## src/rtl/bidir_sipo_receiver_pkg.sv

```systemverilog
// Shared definitions for the bidirectional SIPO receiver.
// Covers the bit-order encodings and the frame FSM states.
package bidir_sipo_receiver_pkg;

  localparam logic DIR_LSB_FIRST = 1'b1;
  localparam logic DIR_MSB_FIRST = 1'b0;

  typedef enum logic {
    IDLE = 1'b0,
    RECV = 1'b1
  } state_t;

endpackage

```

## src/rtl/bidir_shift_core.sv

```systemverilog
// WIDTH-bit bidirectional shift register with serial input, enable and sync clear.
// Also exposes the post-insertion value so a completing frame can be captured on that edge.
module bidir_shift_core
  import bidir_sipo_receiver_pkg::*;
#(
  parameter int WIDTH = 4
) (
  input  logic             clk,
  input  logic             rst,
  input  logic             en,
  input  logic             clr,
  input  logic             dir,
  input  logic             sin,
  output logic [WIDTH-1:0] shifted
);

  logic [WIDTH-1:0] q;

  always_comb begin
    if (dir == DIR_LSB_FIRST) shifted = {sin, q[WIDTH-1:1]};
    else                      shifted = {q[WIDTH-2:0], sin};
  end

  always_ff @(posedge clk or posedge rst) begin
    if (rst)      q <= '0;
    else if (clr) q <= '0;
    else if (en)  q <= shifted;
  end

endmodule

```

## src/rtl/bidir_sipo_receiver.sv

```systemverilog
// Serial-in/parallel-out receiver: assembles WIDTH-bit frames in either bit order
// and presents them through a valid/ready holding register with sticky overrun.
module bidir_sipo_receiver
  import bidir_sipo_receiver_pkg::*;
#(
  parameter int WIDTH = 4
) (
  input  logic             clk,
  input  logic             rst,
  input  logic             sin,
  input  logic             sin_valid,
  input  logic             dir,
  input  logic             clear,
  output logic [WIDTH-1:0] word_out,
  output logic             word_valid,
  input  logic             word_ready,
  output logic             busy,
  output logic             overrun
);

  localparam int CNT_W = $clog2(WIDTH) + 1;

  state_t           state, state_nxt;
  logic [CNT_W-1:0] cnt, cnt_nxt;
  logic             dir_lat;
  logic             take;
  logic             frame_dir;
  logic             last_bit;
  logic             complete;
  logic             consume;
  logic [WIDTH-1:0] assembled;

  // A bit taken under clear is discarded, so clear gates every insertion.
  assign take      = sin_valid && !clear;
  assign frame_dir = (state == IDLE) ? dir : dir_lat;
  assign last_bit  = (cnt == CNT_W'(WIDTH - 1));
  assign complete  = take && (state == RECV) && last_bit;
  assign consume   = word_valid && word_ready;
  assign busy      = (state == RECV);

  always_comb begin
    state_nxt = state;
    cnt_nxt   = cnt;
    if (clear) begin
      state_nxt = IDLE;
      cnt_nxt   = '0;
    end else begin
      case (state)
        IDLE: begin
          if (sin_valid) begin
            state_nxt = RECV;
            cnt_nxt   = CNT_W'(1);
          end
        end
        RECV: begin
          if (sin_valid) begin
            if (last_bit) begin
              state_nxt = IDLE;
              cnt_nxt   = '0;
            end else begin
              cnt_nxt = cnt + CNT_W'(1);
            end
          end
        end
        default: begin
          state_nxt = IDLE;
          cnt_nxt   = '0;
        end
      endcase
    end
  end

  always_ff @(posedge clk or posedge rst) begin
    if (rst) begin
      state   <= IDLE;
      cnt     <= '0;
      dir_lat <= DIR_LSB_FIRST;
    end else begin
      state <= state_nxt;
      cnt   <= cnt_nxt;
      if (take && (state == IDLE)) dir_lat <= dir;
    end
  end

  // Completion also clears the shifter so the next frame starts from zero.
  bidir_shift_core #(.WIDTH(WIDTH)) u_core (
    .clk     (clk),
    .rst     (rst),
    .en      (take),
    .clr     (clear || complete),
    .dir     (frame_dir),
    .sin     (sin),
    .shifted (assembled)
  );

  always_ff @(posedge clk or posedge rst) begin
    if (rst) begin
      word_out   <= '0;
      word_valid <= 1'b0;
      overrun    <= 1'b0;
    end else begin
      if (complete) begin
        word_out   <= assembled;
        word_valid <= 1'b1;
      end else if (consume) begin
        word_valid <= 1'b0;
      end
      if (clear)                                      overrun <= 1'b0;
      else if (complete && word_valid && !word_ready) overrun <= 1'b1;
    end
  end

endmodule

```

## config.mk

```make
export PLATFORM = sky130hd
export DESIGN_NAME = bidir_sipo_receiver
export DESIGN_NICKNAME = d
export VERILOG_FILES = /design/src/rtl/bidir_sipo_receiver_pkg.sv /design/src/rtl/bidir_shift_core.sv /design/src/rtl/bidir_sipo_receiver.sv
export SDC_FILE = /design/constraint.sdc
export NUM_CORES = 1
export LEC_CHECK = 0
export CORE_AREA = 2 2 52 54
export CTS_CLUSTER_SIZE = 8
export DETAILED_ROUTE_END_ITERATION = 12
export DIE_AREA = 0 0 54 56
export PLACE_DENSITY = 0.57
export REMOVE_ABC_BUFFERS = 1
export SYNTH_ARGS = -nofsm -noshare
export SYNTH_HDL_FRONTEND = slang
export SYNTH_SLANG_ARGS = --single-unit
export TNS_END_PERCENT = 10
```

## constraint.sdc

```tcl
create_clock -name clk -period 4.05 [get_ports clk]
set_input_delay 0.6075 -clock clk [delete_from_list [all_inputs] [get_ports clk]]
set_output_delay 0.6075 -clock clk [all_outputs]
set_load 0.05 [all_outputs]
```

==> results.py <==
metrics = {
    "run_status": {
        "run_status": "finished clean",
    },
    "hold_path": {
        "min_from": "u_core.q[0]",
        "min-delay-path-class": "register to register",
    },
    "critical_path": {
        "buffering_stage_count_on_the_worst_path_with_inverters_included": 1,
        "arrival_time_reported_for_the_critical_path_endpoint_ns": 1.70,
        "critical_path.slowest_cell": "sky130_fd_sc_hd__clkdlybuf4s50_1",
        "critical_path.startpoint": "busy",
        "crit_end": "busy",
        "critical_path_depth": 1,
        "cpLargestDelayFamily": "buffers and inverters",
        "worst-endpoint-required_ns": 3.44,
        "r2r-end": "word_out[0]",
        "r2r_start": "busy",
        "worst-r2r-setup-slack_ns": 2.44,
        "critical_path_s_largest_stage_delay_ns": 0.87,
        "worst_r2r_path_depth": 3,
        "endpoint_kind": "output port",
        "path_max_fanout": 9,
        "critPathKind": "register to output port",
        "crit_path_start_kind": "register",
        "crit_path_cell_trace": "clkdlybuf4s50_1",
    },
    "clock_network": {
        "longest_clk_path_bufs": 2,
        "clock_tree.root_cell": "sky130_fd_sc_hd__clkbuf_4",
        "post_cts.resized_instances": 0,
        "clk_pin_slew_ns": 0.09,
        "htree_num_levels": 1,
        "cts_num_sinks": 15,
        "tritoncts": "done",
        "ctsHoldBuffers": 0,
        "post_cts_setup_buffer_count": 0,
        "clkLatencyLatePin_ns": 0.28,
        "cts_buffers": 3,
    },
    "logic_synthesis": {
        "synthFlopType": "sky130_fd_sc_hd__dfrtp_1",
        "seq_area_frac_synth": 0.539,
        "post_synth_main_area_contributors": "sky130_fd_sc_hd__dfrtp_1 50%, sky130_fd_sc_hd__o21ai_0 6.5%, sky130_fd_sc_hd__mux2i_1 4.3%, sky130_fd_sc_hd__dfstp_2 3.8%, sky130_fd_sc_hd__mux2_2 3.2%",
        "mappedNetlistArea_um2": 698,
        "postSynth.asyncResetShare": 1.00,
        "synthMostInstantiatedCell": "sky130_fd_sc_hd__dfrtp_1",
        "synth_top_cells_by_count": "14 x sky130_fd_sc_hd__dfrtp_1, 9 x sky130_fd_sc_hd__o21ai_0, 6 x sky130_fd_sc_hd__nand2_1",
        "synth.lib_cells_used.distinct": 25,
        "synth-seq-cells": 15,
        "netlist.area_leader.share": 0.502,
        "synth_edf_count": 0,
        "yosysWarnings": 0,
        "synthesized_netlist_cell_count": 62,
        "synth_top_cell_by_area": "sky130_fd_sc_hd__dfrtp_1",
        "postSynthAreaPerCell_um2": 11.3,
    },
    "global_route": {
        "number_of_global_route_vias_before_repair": 474,
        "grt-ovfl-total": 0,
        "total_routing_resource_utilization_after_global_routing": 0.0967,
        "antenna_found_initial": 0,
        "grt_start_max_net_pins": 16,
        "first_pass_grt_wire_length_um": 2100,
    },
    "route": {
        "dr.pass1.iters": 4,
        "vias": 505,
        "drcViolationCount": 0,
        "wire_length_after_detailed_routing_um": 1290,
        "detail-route-antenna-nets": 0,
        "routed_wire_length_per_instance_um": 12.0,
        "vias_per_cell": 4.72,
        "detail_route.iter0.violations": 8,
    },
    "layout": {
        "antennaDiodeCount": 0,
        "layout_cell_share_with_drive_strength_beyond_1": 0.130,
        "fin_nets": 86,
        "finalInstanceArea_um2": 876,
        "area_delta_synth_final_pct": 25.4,
        "layout.cells.non_filler": 107,
    },
    "timing": {
        "fin_worst_skew_ns": 0.00135,
        "final.period_utilization": 0.569,
        "final-max-slew-violation-count": 0,
        "setup_tns_ns": 0,
        "final-hold-violation-count": 0,
        "min_period_ns": 2.30,
        "timing.hold.ws_ns": 0.510,
        "timing.fmax_mhz": 434,
        "finalSetupViolCount": 0,
        "timing.slew.headroom": 0.601,
        "grt_setup_unrepaired": "false",
        "tightest_slew_ns": 0.598,
    },
    "power_and_ir_drop": {
        "power.density_nw_per_um2": 329,
        "p_leak_nw": 0.389,
        "maximum_ir_drop_on_the_vdd_rail_mv": 0.178,
        "report.power.total_mw": 0.288,
    },
    "placed_design": {
        "dpl-instance-area_um2": 850,
        "detailed_place_hpwl_um": 947,
        "place_congestion": 0.759,
        "placed_cells": 103,
        "place.port_buffers": 13,
    },
    "floorplan": {
        "die_x_um": 54,
        "row_count": 18,
        "fp.coreArea_um2": 2430,
        "die_height_um": 56,
        "start_util": 0.287,
        "io-pin-count": 14,
        "die-area_um2": 3020,
    },
    "run": {
        "maxCapViolations": 0,
    },
}
[cell usage in the layout, fill, tap and decap left out]
| cell type | n |
|---|---|
| sky130_fd_sc_hd__dfrtp_1 | 14 |
| sky130_fd_sc_hd__a21o_1 | 1 |
| sky130_fd_sc_hd__clkbuf_4 | 3 |
| sky130_fd_sc_hd__mux2_4 | 1 |
| sky130_fd_sc_hd__o21ai_0 | 9 |
| sky130_fd_sc_hd__a32o_2 | 1 |
| sky130_fd_sc_hd__ha_1 | 1 |
| sky130_fd_sc_hd__mux2i_1 | 3 |
| sky130_fd_sc_hd__nand2_1 | 6 |
| sky130_fd_sc_hd__clkdlybuf4s50_1 | 13 |
| sky130_fd_sc_hd__and3b_2 | 1 |
| sky130_fd_sc_hd__a211oi_1 | 2 |
| sky130_fd_sc_hd__inv_1 | 3 |
| sky130_fd_sc_hd__nand3_1 | 1 |
| sky130_fd_sc_hd__a311oi_1 | 1 |
| sky130_fd_sc_hd__dfstp_2 | 1 |
| sky130_fd_sc_hd__o22ai_1 | 1 |
| sky130_fd_sc_hd__nand3b_1 | 1 |
| sky130_fd_sc_hd__a21oi_1 | 1 |
| sky130_fd_sc_hd__mux2i_4 | 1 |
| sky130_fd_sc_hd__clkbuf_1 | 1 |
| sky130_fd_sc_hd__nor2b_1 | 1 |
| sky130_fd_sc_hd__or2b_1 | 1 |
| sky130_fd_sc_hd__nand2b_1 | 3 |
| sky130_fd_sc_hd__mux2_2 | 2 |
| sky130_fd_sc_hd__nor2_1 | 4 |
[through the flow]
step                      setup slack [ns]   util
final                                 1.75  0.360
after floorplan                       2.20      -
after global placement                1.98  0.349
after detailed placement              1.94  0.349
after global routing                  1.66  0.360
after CTS                             1.74  0.360
[power breakdown]
part           leakage [nW]  switching [mW]  internal, mW
logic                 0.172          0.0197        0.0195
clock network        0.0150          0.0486        0.0383
registers             0.202         0.00563         0.157
[registers in the layout (all words and copies together) (netlist names)]
signal / count
u_core.q: 4
dir_lat: 1
busy: 1
overrun: 1
word_valid: 1
word_out: 4
cnt: 3
[metal layers]
layer,GRT usage,wire [um],vias up
met4,0.0429,13,0
met2,0.129,554,15
met5,0,0,-
li1,-,-,248
met1,0.129,633,240
met3,0.0484,84,2
[area by class of cell]
| class | instances | area (um2) |
|---|---|---|
| clock buffer | 4 | 26.3 |
| fill | 256 | 1560 |
| inverter | 3 | 11.3 |
| multi-input combinational | 42 | 294 |
| sequential | 15 | 377 |
| tap | 30 | 37.5 |
| timing repair buffer | 13 | 130 |
[worst min-delay path by stage]
| stage | depth (start not counted) | end |
|---|---|---|
| floorplan | 2 | u_core.q[3] |
| global placement | 2 | u_core.q[3] |
| detailed placement | 2 | u_core.q[3] |
| CTS | 2 | u_core.q[3] |
| global route | 1 | u_core.q[0] |
| finish | 1 | u_core.q[0] |
[cells by family after synthesis]
group | Yosys count | share of synthesized area
compound gates | 16 | 0.142
fa+ha+maj | 1 | 0.0179
buf+inv | 5 | 0.0394
flops | 15 | 0.539
mux | 7 | 0.129
simple gates | 18 | 0.133
(Power assumes the default switching activity.)
